## src/rtl/ara_uart_pkg.sv

```systemverilog
// Shared constants and types for the APB UART transmitter.
package ara_uart_pkg;

  localparam logic [2:0] REG_TXDATA = 3'd0;
  localparam logic [2:0] REG_STATUS = 3'd1;
  localparam logic [2:0] REG_DIV    = 3'd2;
  localparam logic [2:0] REG_CTRL   = 3'd3;

  localparam int unsigned STATUS_EMPTY     = 0;
  localparam int unsigned STATUS_FULL      = 1;
  localparam int unsigned STATUS_BUSY      = 2;
  localparam int unsigned STATUS_COUNT_LSB = 8;

  typedef enum logic [1:0] {
    ST_IDLE  = 2'd0,
    ST_START = 2'd1,
    ST_DATA  = 2'd2,
    ST_STOP  = 2'd3
  } uart_tx_state_e;

endpackage

```

## src/rtl/ara_uart_tx_fifo.sv

```systemverilog
// Byte-wide TX FIFO; head data is presented combinationally on data_o.
module ara_uart_tx_fifo #(
  parameter int unsigned FifoDepth = 8,
  localparam int unsigned PtrW = $clog2(FifoDepth)
) (
  input  logic          clk_i,
  input  logic          rst_i,
  input  logic          push_i,
  input  logic          pop_i,
  input  logic [7:0]    data_i,
  output logic [7:0]    data_o,
  output logic          full_o,
  output logic          empty_o,
  output logic [PtrW:0] count_o
);

  logic [7:0]      mem_q [FifoDepth];
  logic [PtrW-1:0] wr_ptr_q, wr_ptr_d;
  logic [PtrW-1:0] rd_ptr_q, rd_ptr_d;
  logic [PtrW:0]   count_q, count_d;
  logic            push_ok, pop_ok;

  assign full_o  = (count_q == (PtrW+1)'(FifoDepth));
  assign empty_o = (count_q == '0);
  assign count_o = count_q;
  assign data_o  = mem_q[rd_ptr_q];

  // Full is judged on the registered count, so a push into a full FIFO is
  // dropped even when a pop frees a slot in the same cycle.
  assign push_ok = push_i & ~full_o;
  assign pop_ok  = pop_i & ~empty_o;

  always_comb begin
    wr_ptr_d = wr_ptr_q;
    rd_ptr_d = rd_ptr_q;
    count_d  = count_q;
    if (push_ok) wr_ptr_d = wr_ptr_q + 1'b1;
    if (pop_ok)  rd_ptr_d = rd_ptr_q + 1'b1;
    case ({push_ok, pop_ok})
      2'b10:   count_d = count_q + 1'b1;
      2'b01:   count_d = count_q - 1'b1;
      default: count_d = count_q;
    endcase
  end

  always_ff @(posedge clk_i or posedge rst_i) begin
    if (rst_i) begin
      wr_ptr_q <= '0;
      rd_ptr_q <= '0;
      count_q  <= '0;
    end else begin
      wr_ptr_q <= wr_ptr_d;
      rd_ptr_q <= rd_ptr_d;
      count_q  <= count_d;
    end
  end

  always_ff @(posedge clk_i) begin
    if (push_ok) mem_q[wr_ptr_q] <= data_i;
  end

endmodule

```

## src/rtl/ara_uart_tx.sv

```systemverilog
// APB3 completer for the UART transmit path: registers, TX FIFO, bit timer, 8N1 serialiser.
module ara_uart_tx
  import ara_uart_pkg::*;
#(
  parameter int unsigned AddrWidth  = 32,
  parameter int unsigned DataWidth  = 32,
  parameter int unsigned FifoDepth  = 8,
  parameter logic [15:0] DefaultDiv = 16'd433
) (
  input  logic                 clk_i,
  input  logic                 rst_i,
  input  logic                 psel_i,
  input  logic                 penable_i,
  input  logic                 pwrite_i,
  input  logic [AddrWidth-1:0] paddr_i,
  input  logic [DataWidth-1:0] pwdata_i,
  output logic [DataWidth-1:0] prdata_o,
  output logic                 pready_o,
  output logic                 pslverr_o,
  output logic                 tx_o,
  output logic                 irq_o
);

  localparam int unsigned PtrW = $clog2(FifoDepth);

  uart_tx_state_e state_q, state_d;
  logic [15:0]    div_q;
  logic [15:0]    cnt_q, cnt_d;
  logic [7:0]     sh_q, sh_d;
  logic [2:0]     bit_q, bit_d;
  logic           tx_q, tx_d;
  logic           tx_en_q, irq_en_q;

  logic           access, mapped, wr_txdata, push, pop;
  logic [2:0]     reg_idx;
  logic [7:0]     fifo_data;
  logic           fifo_full, fifo_empty;
  logic [PtrW:0]  fifo_count;
  logic           busy, bit_end, can_start;
  logic           unused_bits;

  assign unused_bits = ^{paddr_i[AddrWidth-1:5], paddr_i[1:0], pwdata_i[DataWidth-1:16]};

  assign access    = psel_i & penable_i;
  assign reg_idx   = paddr_i[4:2];
  assign mapped    = (reg_idx <= REG_CTRL);
  assign wr_txdata = access & pwrite_i & (reg_idx == REG_TXDATA);
  assign push      = wr_txdata & ~fifo_full;

  assign pready_o  = 1'b1;
  assign pslverr_o = access & (~mapped | (wr_txdata & fifo_full));

  assign busy  = (state_q != ST_IDLE);
  assign irq_o = irq_en_q & fifo_empty & ~busy;
  assign tx_o  = tx_q;

  ara_uart_tx_fifo #(
    .FifoDepth(FifoDepth)
  ) u_fifo (
    .clk_i  (clk_i),
    .rst_i  (rst_i),
    .push_i (push),
    .pop_i  (pop),
    .data_i (pwdata_i[7:0]),
    .data_o (fifo_data),
    .full_o (fifo_full),
    .empty_o(fifo_empty),
    .count_o(fifo_count)
  );

  always_comb begin
    prdata_o = '0;
    if (psel_i & ~pwrite_i) begin
      case (reg_idx)
        REG_STATUS: begin
          prdata_o[STATUS_EMPTY]            = fifo_empty;
          prdata_o[STATUS_FULL]             = fifo_full;
          prdata_o[STATUS_BUSY]             = busy;
          prdata_o[STATUS_COUNT_LSB +: 8]   = 8'(fifo_count);
        end
        REG_DIV:  prdata_o[15:0] = div_q;
        REG_CTRL: prdata_o[1:0]  = {irq_en_q, tx_en_q};
        default:  prdata_o = '0;
      endcase
    end
  end

  always_ff @(posedge clk_i or posedge rst_i) begin
    if (rst_i) begin
      div_q    <= DefaultDiv;
      tx_en_q  <= 1'b1;
      irq_en_q <= 1'b0;
    end else if (access & pwrite_i) begin
      if (reg_idx == REG_DIV) div_q <= pwdata_i[15:0];
      if (reg_idx == REG_CTRL) begin
        tx_en_q  <= pwdata_i[0];
        irq_en_q <= pwdata_i[1];
      end
    end
  end

  assign bit_end   = (cnt_q == '0);
  assign can_start = ~fifo_empty & tx_en_q;

  // The timer reloads from DIV at every bit boundary, so a DIV write only
  // takes effect from the next bit onwards.
  always_comb begin
    state_d = state_q;
    cnt_d   = cnt_q;
    sh_d    = sh_q;
    bit_d   = bit_q;
    tx_d    = tx_q;
    pop     = 1'b0;
    case (state_q)
      ST_IDLE: begin
        tx_d = 1'b1;
        if (can_start) begin
          pop     = 1'b1;
          state_d = ST_START;
          sh_d    = fifo_data;
          cnt_d   = div_q;
          tx_d    = 1'b0;
        end
      end
      ST_START: begin
        if (bit_end) begin
          state_d = ST_DATA;
          cnt_d   = div_q;
          bit_d   = '0;
          tx_d    = sh_q[0];
        end else begin
          cnt_d = cnt_q - 16'd1;
        end
      end
      ST_DATA: begin
        if (bit_end) begin
          cnt_d = div_q;
          if (bit_q == 3'd7) begin
            state_d = ST_STOP;
            tx_d    = 1'b1;
          end else begin
            sh_d  = sh_q >> 1;
            bit_d = bit_q + 3'd1;
            tx_d  = sh_q[1];
          end
        end else begin
          cnt_d = cnt_q - 16'd1;
        end
      end
      ST_STOP: begin
        if (bit_end) begin
          if (can_start) begin
            pop     = 1'b1;
            state_d = ST_START;
            sh_d    = fifo_data;
            cnt_d   = div_q;
            tx_d    = 1'b0;
          end else begin
            state_d = ST_IDLE;
            tx_d    = 1'b1;
          end
        end else begin
          cnt_d = cnt_q - 16'd1;
        end
      end
      default: begin
        state_d = ST_IDLE;
        tx_d    = 1'b1;
      end
    endcase
  end

  always_ff @(posedge clk_i or posedge rst_i) begin
    if (rst_i) begin
      state_q <= ST_IDLE;
      cnt_q   <= '0;
      sh_q    <= '0;
      bit_q   <= '0;
      tx_q    <= 1'b1;
    end else begin
      state_q <= state_d;
      cnt_q   <= cnt_d;
      sh_q    <= sh_d;
      bit_q   <= bit_d;
      tx_q    <= tx_d;
    end
  end

endmodule

```

## config.mk

```make
export PLATFORM = sky130hd
export DESIGN_NAME = ara_uart_tx
export DESIGN_NICKNAME = d
export VERILOG_FILES = /design/src/rtl/ara_uart_pkg.sv /design/src/rtl/ara_uart_tx_fifo.sv /design/src/rtl/ara_uart_tx.sv
export SDC_FILE = /design/constraint.sdc
export NUM_CORES = 1
export LEC_CHECK = 0
export BUFFER_PORTS_ARGS = -buffer_cell sky130_fd_sc_hd__buf_4
export CAP_MARGIN = 15
export CORE_AREA = 2 2 105 117
export CTS_BUF_LIST = sky130_fd_sc_hd__clkbuf_16
export DETAILED_ROUTE_END_ITERATION = 8
export DIE_AREA = 0 0 107 119
export PLACE_DENSITY_LB_ADDON = 0.05
export SETUP_SLACK_MARGIN = 0.15
export SYNTH_ARGS = -nofsm -noshare
export SYNTH_HDL_FRONTEND = slang
export SYNTH_HIERARCHICAL = 1
export SYNTH_SLANG_ARGS = --single-unit
```

## constraint.sdc

```tcl
create_clock -name clk_i -period 4.66 [get_ports clk_i]
set_input_delay 0.233 -clock clk_i [delete_from_list [all_inputs] [get_ports clk_i]]
set_output_delay 0.233 -clock clk_i [all_outputs]
set_load 0.03 [all_outputs]
```

==> impl_metrics.env, run 1 <==
export IMPL_fmax_ghz=0.261
export IMPL_place_hpwl_mm=8.96
export IMPL_final_cell_mix="edfxtp_1 (64), dfrtp_1 (51), buf_4 (50)"
export IMPL_tritoncts="yes"
export IMPL_cts_htree_levels=4
export IMPL_wl_mm=13.5
export IMPL_start_kind="flip-flop"
export IMPL_ys_flop_type="edfxtp_1"
export IMPL_critPathRequiredTime_ns=4.94
export IMPL_dr_max_layer_used="met4"
export IMPL_gp_congestion=0.785
export IMPL_syn_area_per_cell_um2=13.2
export IMPL_via_per_inst=5.78
export IMPL_finClkSkew_ns=0.00709
export IMPL_nets=602
export IMPL_crit_slowest_cell="or4b_2"
export IMPL_final_common_cell="edfxtp_1"
export IMPL_hold_viol=0
export IMPL_clock_root_buffer="clkbuf_16"
export IMPL_max_cap_viol_count=0
export IMPL_slowest_delay_ns=0.64
export IMPL_areaGrowthSynthToFinish_pct=15.6
export IMPL_n_antenna_cell=0
export IMPL_path_clk_slew_ns=0.06
export IMPL_layout_worst_path_cycle_share_pct=82.3
export IMPL_cts_buffers=17
export IMPL_ys_types=69
export IMPL_place_inst=653
export IMPL_yosys_warnings=6
export IMPL_layout_cells_non_filler=686
export IMPL_seq_area_frac_synth_pct=54.0
export IMPL_path_max_fanout=9
export IMPL_dieArea_um2=12700
export IMPL_port_buffers=42
export IMPL_grt_usage_pct=22.5
export IMPL_rows=42
export IMPL_min_from="pwdata_i[14]"
export IMPL_ioPinCount=105
export IMPL_layout_area_seq_um2=3380
export IMPL_async_flop_share_pct=47.5
export IMPL_maxSlewHeadroom_pct=32.7
export IMPL_clockBufferDepth=2
export IMPL_synth_edf_count=64
export IMPL_grt_pass1_vias=3948
export IMPL_cp_cell_sequence="inv_1 -> ha_1 -> nor3b_1 -> and4_1 -> a21oi_1 -> nor3_1 -> o41ai_2 -> inv_1 -> ha_1 -> ha_1 -> or4b_2 -> o311ai_0 -> o211ai_1"
export IMPL_p_leak_nw=2.89
export IMPL_end_kind="flip-flop"
export IMPL_vdd_drop_max_mv=0.237
export IMPL_holdPathStages=2
export IMPL_path_class="reg -> reg"
export IMPL_regToRegStartpoint="cnt_q[0]"
export IMPL_wl_met3_um=378
export IMPL_cts_hold_buffers=1
export IMPL_num_fill_cells=882
export IMPL_worst_pin_slew_ns=1.01
export IMPL_maxSlewViolCount=0
export IMPL_p_per_area_nw_per_um2=614
export IMPL_reg2reg_to="u_fifo/count_o[3]"
export IMPL_cp_common_cell="ha_1"
export IMPL_layout_drive_gt1_share_pct=28.9
export IMPL_hp_class="in -> reg"
export IMPL_die_h_um=119
export IMPL_finalSetupTns_ns=0
export IMPL_syn_inst=474
export IMPL_post_route_drc_count=0
export IMPL_grt_overflow_total=0
export IMPL_syn_area_um2=6270
export IMPL_cts_resized_gates=0
export IMPL_fin_crit_ns=3.84
export IMPL_ys_top_cells_by_area="edfxtp_1 (31%), dfrtp_1 (20%), mux2_2 (8.6%)"
export IMPL_rsz0062_at_grt="no"
export IMPL_reg2reg_depth=13
export IMPL_drt_iter0_drc=217
export IMPL_arrival_ns=4.12
export IMPL_antenna_found_initial=0
export IMPL_met2_length_mm=7.31
export IMPL_clock_sinks=122
export IMPL_met1_length_mm=5.73
export IMPL_initial_utilization_pct=53.5
export IMPL_vias=3968
export IMPL_hold_end="div_q[14]"
export IMPL_routedWlPerCell_um=19.7
export IMPL_rrSetupSlack_ns=0.82
export IMPL_multi_input_area_um2=2630
export IMPL_clk_latency_ns=0.41
export IMPL_postCtsSetupRepairBufs=0
export IMPL_ys_ff_latch=122
export IMPL_synth_largest_area_cell="edfxtp_1"
export IMPL_drt_pass1_iter_count=6
export IMPL_yosys_area_top_type_share_pct=30.7
export IMPL_ant_nets=0
export IMPL_core_area_um2=11700
export IMPL_status="completed"
export IMPL_grt_max_degree=49
export IMPL_die_w_um=107
export IMPL_grt_pass1_wl_mm=21.4
export IMPL_setup_viol=0
-- state kept, by name, summed over array words and instances, names as in the netlist --
name	flops
div_q	16
u_fifo/rd_ptr_q	3
bit_q	3
state_q	2
u_fifo/wr_ptr_q	3
u_fifo/count_o	4
tx_en_q	1
sh_q	8
u_fifo/mem_q	64
cnt_q	16
irq_en_q	1
tx_o	1
-- worst max-delay path: cells and delay by family (launching register included) --
| kind | cells | cell delay [ns] |
|---|---|---|
| compound gates | 4 | 0.57 |
| fa+ha+maj | 3 | 0.88 |
| buf+inv | 2 | 0.28 |
| flops | 1 | 0.41 |
| simple gates | 4 | 1.56 |
-- cell type report --
| cell class | count | area share [%] |
|---|---|---|
| repair buffers | 51 | 5.32 |
| multi-input cells | 312 | 36.3 |
| inverters | 15 | 0.777 |
| clock inverters | 15 | 2.43 |
| clock buffers | 17 | 5.87 |
| flip-flops and latches | 122 | 46.7 |
| well taps | 154 | 2.66 |
-- power by group --
| part | switching (mW) | internal [mW] |
|---|---|---|
| sequential | 0.266 | 1.32 |
| clock | 0.522 | 0.807 |
| combinational | 0.782 | 0.756 |
| total | 1.57 | 2.88 |
-- worst max-delay path by stage --
stage,start,to,cells after the start
2_1_floorplan,cnt_q[0],u_fifo/count_o[3],13
3_3_place_gp,cnt_q[0],u_fifo/count_o[3],13
5_1_grt,cnt_q[0],u_fifo/count_o[3],13
3_5_place_dp,cnt_q[0],u_fifo/count_o[3],13
4_1_cts,cnt_q[0],u_fifo/count_o[3],13
6_report,cnt_q[0],u_fifo/count_o[3],13
-- metrics by stage --
stage / util [%] / hold slack [ns] / worst slack (ns) / total power [mW] / instance area (µm²)
after floorplan: - / 0.0732 / 1.34 / 2.80 / 6320
after global placement: 56.6 / 0.255 / 0.952 / 3.09 / 6640
after detailed placement: 56.6 / 0.263 / 0.841 / 3.13 / 6640
after CTS: 61.9 / 0.0324 / 0.847 / 4.47 / 7250
after global routing: 61.9 / 0.0291 / 0.649 / 4.70 / 7250
final: 61.9 / 0.0498 / 0.823 / 4.45 / 7250
-- cell families after synthesis --
logic type,synth area share [%]
simple gates,11.7
xor+xnor,1.68
other cells,0.120
flops,54.0
fa+ha+maj,2.91
compound gates,8.58
mux,16.1
buf+inv,4.97
-- routing by layer --
metal	track usage [%]	vias up
met4	5.84	0
met5	0	-
met3	5.47	10
li1	-	1862
met2	39.1	81
met1	28.3	2015
-- Yosys cell counts, types with 2 or more instances --
cell / number
o31ai_1: 2
nor3_1: 6
ha_1: 13
nor4_1: 6
mux4_1: 16
or4_1: 2
buf_6: 2
edfxtp_1: 64
nand4_1: 2
clkbuf_1: 11
a221o_1: 9
or2_2: 2
dfstp_2: 7
mux2_2: 48
nor4_4: 2
a22o_1: 2
and3_1: 3
a21oi_1: 10
o22ai_1: 7
nor2_1: 32
nand2_1: 27
buf_4: 18
nor3b_1: 7
xnor2_1: 8
a31oi_1: 4
nor2b_1: 5
nand3_1: 6
nand2b_1: 5
a32oi_1: 4
o211ai_1: 4
mux2i_1: 5
conb_1: 2
o21ai_0: 9
a22oi_1: 7
dfrtp_1: 51
nand3b_1: 2
buf_1: 3
xor2_1: 4
buf_2: 4
and2_1: 10
inv_1: 15
Power figures use the tool's default switching activity.
==> run 2: changes to the inputs <==
--- a/config.mk
+++ b/config.mk
@@ -7,10 +7,10 @@
 export LEC_CHECK = 0
 export BUFFER_PORTS_ARGS = -buffer_cell sky130_fd_sc_hd__buf_4
 export CAP_MARGIN = 15
-export CORE_AREA = 2 2 105 117
+export CORE_AREA = 2 2 109 122
 export CTS_BUF_LIST = sky130_fd_sc_hd__clkbuf_16
 export DETAILED_ROUTE_END_ITERATION = 8
-export DIE_AREA = 0 0 107 119
+export DIE_AREA = 0 0 111 124
 export PLACE_DENSITY_LB_ADDON = 0.05
 export SETUP_SLACK_MARGIN = 0.15
 export SYNTH_ARGS = -nofsm -noshare
==> constraint.sdc (replaced) <==
create_clock -name clk_i -period 3.4 [get_ports clk_i]
set_input_delay 0.17 -clock clk_i [delete_from_list [all_inputs] [get_ports clk_i]]
set_output_delay 0.17 -clock clk_i [all_outputs]
set_load 0.03 [all_outputs]
==> run 2 against run 1 <==
- clock power is 34% higher
- sequential cell count stayed put
- global-route usage is 1.3 points lower
- cell area is 4.4% higher
- sequential power is 34% higher
- power is 40% higher
- clock skew is 0.0062 ns higher
- non-clock buffer count is 34 higher
==> impl_metrics.env, run 2 (same netlist as run 1, synthesis figures left out) <==
export IMPL_drt_pass1_iter_count=5
export IMPL_path_class="reg -> reg"
export IMPL_cp_num_buf_inv=4
export IMPL_top_register="u_fifo/mem_q"
export IMPL_fin_crit_ns=3.06
export IMPL_path_clk_slew_ns=0.06
export IMPL_rows=43
export IMPL_cp_common_cell="buf_4"
export IMPL_vias=4143
export IMPL_final_cell_mix="buf_4 (74), edfxtp_1 (64), dfrtp_1 (51)"
export IMPL_drt_iter0_drc=157
export IMPL_status="completed"
export IMPL_end_kind="flip-flop"
export IMPL_min_from="pwdata_i[3]"
export IMPL_layout_worst_path_cycle_share_pct=90.1
export IMPL_cp_top_family="simple AND/OR/NAND/NOR gates"
export IMPL_ant_nets=0
export IMPL_dieArea_um2=13800
export IMPL_antenna_found_initial=0
export IMPL_clk_latency_ns=0.41
export IMPL_layout_drive_gt1_share_pct=32.4
export IMPL_clock_root_buffer="clkbuf_16"
export IMPL_cts_buffers=17
export IMPL_die_h_um=124
export IMPL_die_w_um=111
export IMPL_path_max_fanout=8
export IMPL_setup_viol=0
export IMPL_core_area_um2=12400
export IMPL_routedWlPerCell_um=19.4
export IMPL_grt_pass1_vias=4091
export IMPL_ioPinCount=105
export IMPL_arrival_ns=3.38
export IMPL_utilization_pct=60.9
export IMPL_start_kind="flip-flop"
export IMPL_nets=636
export IMPL_vdd_drop_max_mv=0.408
export IMPL_reg_top3="u_fifo/mem_q x64, cnt_q x16, div_q x16"
export IMPL_grt_pass1_wl_mm=22.3
export IMPL_gp_congestion=0.817
export IMPL_fmax_ghz=0.326
export IMPL_via_per_inst=5.74
export IMPL_critPathRequiredTime_ns=3.72
export IMPL_p_leak_nw=3.07
export IMPL_initial_utilization_pct=50.4
export IMPL_slowest_delay_ns=0.42
export IMPL_finClkSkew_ns=0.0133
export IMPL_cts_htree_levels=4
export IMPL_rsz0062_at_grt="no"
export IMPL_finalSetupTns_ns=0
export IMPL_cp_startpoint="cnt_q[0]"
export IMPL_layout_area_seq_um2=3380
export IMPL_multi_input_area_um2=2680
export IMPL_maxSlewHeadroom_pct=36.4
export IMPL_grt_max_degree=49
export IMPL_num_fill_cells=981
export IMPL_clock_sinks=122
export IMPL_tritoncts="yes"
export IMPL_cp_cell_sequence="inv_2 -> ha_4 -> nor3b_4 -> and4_4 -> a21oi_2 -> nor3_1 -> buf_4 -> o41ai_2 -> inv_1 -> ha_2 -> buf_4 -> ha_1 -> a21oi_1 -> mux2_2 -> o211ai_1"
export IMPL_largest_reg_flops=64
export IMPL_maxSlewViolCount=0
export IMPL_port_buffers=42
export IMPL_final_common_cell="buf_4"
export IMPL_grt_usage_pct=21.3
export IMPL_post_route_drc_count=0
export IMPL_clockBufferDepth=2
export IMPL_worst_pin_slew_ns=0.954
export IMPL_hold_viol=0
export IMPL_p_per_area_nw_per_um2=824
export IMPL_n_antenna_cell=0
export IMPL_areaGrowthSynthToFinish_pct=20.7
export IMPL_crit_slowest_cell="dfrtp_1"
export IMPL_max_cap_viol_count=0
export IMPL_wl_mm=14.0
export IMPL_place_hpwl_mm=9.54
export IMPL_grt_overflow_total=0
export IMPL_regToRegStartpoint="cnt_q[0]"
export IMPL_hp_class="in -> reg"
==> run 2: changes by cell type in the layout (fill, tap and decap cells not counted), sizes merged <==
cell / previous run / this run
buf: 50 / 75
dlygate4sd3: 1 / 10
inv: 24 / 18
clkinv: 2 / 6
bufinv: 2 / 3
==> run 2: path summary, 6_finish.rpt <==
check / end / slack (ns) / depth (start not counted)
max: u_fifo/count_o[3] / 0.34 / 15
min: u_fifo/mem_q[0][3] / 0.02 / 1
max reg2reg: u_fifo/count_o[3] / 0.34 / 15
min reg2reg: sh_q[5] / 0.50 / 1
max in group asynchronous: tx_o / 2.46 / 4
min in group asynchronous: u_fifo/count_o[3] / 0.33 / 3
==> run 2: routing by layer <==
layer | wire, µm | share of wire (%) | vias up | global-route usage (%)
met5 | 0 | 0 | - | 0
met1 | 5930 | 42 | 2104 | 25.6
li1 | - | - | 1938 | -
met2 | 7400 | 53 | 81 | 38.6
met4 | 220 | 1.6 | 0 | 6.33
met3 | 456 | 3.3 | 20 | 4.87
==> run 2: cell type report <==
cell class | count | share of cell area [%]
Timing Repair Buffer | 85 | 8.93
Clock buffer | 17 | 5.62
Multi-Input combinational cell | 312 | 35.3
Sequential cell | 122 | 44.7
Clock inverter | 14 | 2.08
Tap cell | 157 | 2.60
Inverter | 15 | 0.744
==> run 2: worst register-to-register path: stages, from the launching register on <==
cell,delay (ns)
dfrtp_1,0.42
inv_2,0.10
ha_4,0.15
nor3b_4,0.19
and4_4,0.25
a21oi_2,0.06
nor3_1,0.19
buf_4,0.15
o41ai_2,0.08
inv_1,0.10
ha_2,0.18
buf_4,0.15
ha_1,0.25
a21oi_1,0.18
mux2_2,0.35
o211ai_1,0.18
==> run 2: repair_timing <==
| action | 4_1_cts | 5_1_grt |
|---|---|---|
| hold endpoints to repair | 26 | 0 |
| resized for setup | 1 | 10 |
| hold buffers | 10 | 0 |
| setup endpoints to repair | 1 | 1 |
| pin swaps | 0 | 2 |
| buffers inserted | 0 | 4 |
==> run 2: power breakdown <==
group / switching (mW) / leakage (nW) / internal (mW)
Clock: 0.644 / 0.289 / 1.14
Combinational: 1.16 / 1.47 / 1.16
Sequential: 0.317 / 1.30 / 1.81
Total: 2.12 / 3.07 / 4.11
==> run 2: per-stage QoR <==
stage	total power, mW	instances	hold WS, ns	instance area [µm²]	worst slack, ns
6_report	6.23	722	0.0195	7570	0.337
4_1_cts	6.21	717	0.00600	7480	0.227
3_3_place_gp	4.33	676	0.197	6800	0.204
5_1_grt	6.60	722	0.00296	7570	0.186
2_1_floorplan	3.84	489	0.0102	6330	0.160
3_5_place_dp	4.40	676	0.210	6800	0.165
==> run 3: changes to the inputs <==
--- a/config.mk
+++ b/config.mk
@@ -5,12 +5,12 @@
 export SDC_FILE = /design/constraint.sdc
 export NUM_CORES = 1
 export LEC_CHECK = 0
-export BUFFER_PORTS_ARGS = -buffer_cell sky130_fd_sc_hd__buf_4
 export CAP_MARGIN = 15
-export CORE_AREA = 2 2 109 122
+export CORE_AREA = 2 2 105 117
 export CTS_BUF_LIST = sky130_fd_sc_hd__clkbuf_16
 export DETAILED_ROUTE_END_ITERATION = 8
-export DIE_AREA = 0 0 111 124
+export DIE_AREA = 0 0 107 119
+export DONT_BUFFER_PORTS = 1
 export PLACE_DENSITY_LB_ADDON = 0.05
 export SETUP_SLACK_MARGIN = 0.15
 export SYNTH_ARGS = -nofsm -noshare
==> run 3 against run 2 <==
- first-iteration DRC count increased by 41%
- clock power is 10% higher
- largest cell class unchanged
- critical endpoint unchanged
- cell count is 4.8% lower
==> impl_metrics.env, run 3 (same netlist as run 1, synthesis figures left out) <==
export IMPL_status="completed"
export IMPL_utilization_pct=62.8
export IMPL_core_area_um2=11700
export IMPL_cp_cell_sequence="inv_2 -> ha_2 -> nor3b_2 -> and4_1 -> a21oi_2 -> nor3_2 -> buf_4 -> o41ai_2 -> inv_1 -> ha_1 -> ha_1 -> or4b_2 -> o311ai_0 -> o211ai_1"
export IMPL_reg_top3="u_fifo/mem_q x64, cnt_q x16, div_q x16"
export IMPL_wl_mm=13.8
export IMPL_clk_latency_ns=0.41
export IMPL_holdPathStages=3
export IMPL_grt_max_degree=31
export IMPL_grt_overflow_total=0
export IMPL_path_clk_slew_ns=0.06
export IMPL_grt_pass1_wl_mm=22.1
export IMPL_slowest_delay_ns=0.63
export IMPL_die_w_um=107
export IMPL_drt_pass1_iter_count=5
export IMPL_rsz0062_at_grt="no"
export IMPL_gp_congestion=0.849
export IMPL_cts_buffers=17
export IMPL_fin_crit_ns=3.08
export IMPL_layout_drive_gt1_share_pct=26.5
export IMPL_p_comb_share_pct=35.3
export IMPL_p_int_mw=4.23
export IMPL_nets=603
export IMPL_ant_nets=0
export IMPL_areaGrowthSynthToFinish_pct=17.4
export IMPL_path_class="reg -> reg"
export IMPL_crit_slowest_cell="or4b_2"
export IMPL_power_frac_seq_pct=33.8
export IMPL_finalSetupTns_ns=0
export IMPL_dieArea_um2=12700
export IMPL_finClkSkew_ns=0.0141
export IMPL_clock_root_buffer="clkbuf_16"
export IMPL_place_hpwl_mm=9.39
export IMPL_final_cell_mix="edfxtp_1 (64), dfrtp_1 (51), mux2_2 (48)"
export IMPL_p_leak_nw=2.91
export IMPL_largest_reg_flops=64
export IMPL_reg2reg_to="u_fifo/count_o[3]"
export IMPL_post_route_drc_count=0
export IMPL_hold_viol=0
export IMPL_max_cap_viol_count=0
export IMPL_tritoncts="yes"
export IMPL_vias=4062
export IMPL_critPathRequiredTime_ns=3.69
export IMPL_end_kind="flip-flop"
export IMPL_regToRegStartpoint="cnt_q[0]"
export IMPL_die_h_um=119
export IMPL_ioPinCount=105
export IMPL_worst_pin_slew_ns=0.956
export IMPL_start_kind="flip-flop"
export IMPL_maxSlewHeadroom_pct=36.3
export IMPL_min_from="paddr_i[2]"
export IMPL_cp_common_cell="ha_1"
export IMPL_clock_sinks=122
export IMPL_hp_class="in -> reg"
export IMPL_clock_power_share_pct=30.8
export IMPL_top_register="u_fifo/mem_q"
export IMPL_cts_htree_levels=4
export IMPL_routedWlPerCell_um=20.1
export IMPL_rows=42
export IMPL_via_per_inst=5.91
export IMPL_initial_utilization_pct=53.5
export IMPL_grt_usage_pct=23.2
export IMPL_p_sw_mw=2.13
export IMPL_sw_frac_of_total_pct=33.5
export IMPL_hold_end="irq_en_q"
export IMPL_port_buffers=0
export IMPL_path_max_fanout=4
export IMPL_final_common_cell="edfxtp_1"
export IMPL_maxSlewViolCount=0
export IMPL_reg2reg_depth=14
export IMPL_rrSetupSlack_ns=0.32
export IMPL_grt_pass1_vias=4125
export IMPL_fmax_ghz=0.325
export IMPL_clockBufferDepth=2
export IMPL_setup_viol=0
export IMPL_fin_area_um2=7360
export IMPL_layout_worst_path_cycle_share_pct=90.5
export IMPL_arrival_ns=3.36
export IMPL_n_antenna_cell=0
export IMPL_vdd_drop_max_mv=0.401
export IMPL_antenna_found_initial=0
export IMPL_p_per_area_nw_per_um2=864
export IMPL_dpl_instance_area_um2=6500
export IMPL_drt_iter0_drc=222
[run 3: changes by cell type in the layout (fill, tap and decap cells not counted), sizes merged]
cell	delta
buf	-40
bufinv	+2
clkinvlp	-1
dlygate4sd3	+7
[run 3: cell type report]
type / instances / area (µm²)
repair buffers: 52 / 433
inverters: 15 / 56.3
clock inverters: 15 / 221
multi-input cells: 312 / 2650
fillers: 895 / 4360
flip-flops and latches: 122 / 3380
well taps: 154 / 193
clock buffers: 17 / 425
[run 3: stage by stage]
| step | setup WS [ns] | cells | power, mW | hold slack (ns) |
|---|---|---|---|---|
| 3_5_place_dp | 0.155 | 634 | 4.35 | 0.0719 |
| 5_1_grt | 0.141 | 687 | 6.70 | 0.134 |
| 3_3_place_gp | 0.186 | 634 | 4.28 | 0.0659 |
| 2_1_floorplan | 0.160 | 489 | 3.84 | 0.0102 |
| 4_1_cts | 0.216 | 683 | 6.36 | 0.106 |
| 6_report | 0.322 | 687 | 6.36 | 0.111 |
[run 3: critical path, delay by kind of cell, from the launching register on]
family | cells | cell delay (ns)
AND/OR/NAND/NOR | 4 | 1.06
adder cells (fa/ha/maj) | 3 | 0.70
AO/OA/AOI/OAI | 4 | 0.47
flip-flops | 1 | 0.39
buffers and inverters | 3 | 0.31
[run 3: power by group through the flow]
| stage | clock network (mW) | logic [mW] | registers [mW] |
|---|---|---|---|
| after floorplan | 0 | 1.83 | 2.01 |
| after detailed placement | 0 | 2.18 | 2.17 |
| after CTS | 1.99 | 2.21 | 2.15 |
| after global placement | 0 | 2.12 | 2.16 |
| final | 1.96 | 2.25 | 2.15 |
| after global routing | 2.06 | 2.46 | 2.18 |
[run 3: worst max path at each step]
stage | startpoint | to | slack, ns | cells after the start
floorplan | cnt_q[0] | u_fifo/count_o[3] | 0.16 | 13
global placement | cnt_q[0] | u_fifo/count_o[3] | 0.19 | 14
finish | cnt_q[0] | u_fifo/count_o[3] | 0.32 | 14
CTS | cnt_q[0] | u_fifo/count_o[3] | 0.22 | 14
detailed placement | cnt_q[0] | u_fifo/count_o[3] | 0.15 | 14
global route | cnt_q[0] | u_fifo/count_o[3] | 0.14 | 14
[run 3: per-layer routing]
| metal | share of wire, % | up-vias | GRT usage [%] |
|---|---|---|---|
| met5 | 0 | - | 0 |
| met3 | 3.1 | 24 | 5.20 |
| met2 | 52 | 101 | 39.9 |
| li1 | - | 1876 | - |
| met1 | 42 | 2061 | 28.8 |
| met4 | 2.2 | 0 | 8.28 |
[run 3: timing repair]
item                                    4_1_cts  5_1_grt
setup buffers                                 0        4
hold endpoints to repair                    110        0
gates resized for setup                       1        3
hold buffers                                 17        0
endpoints found under the setup margin        1        1
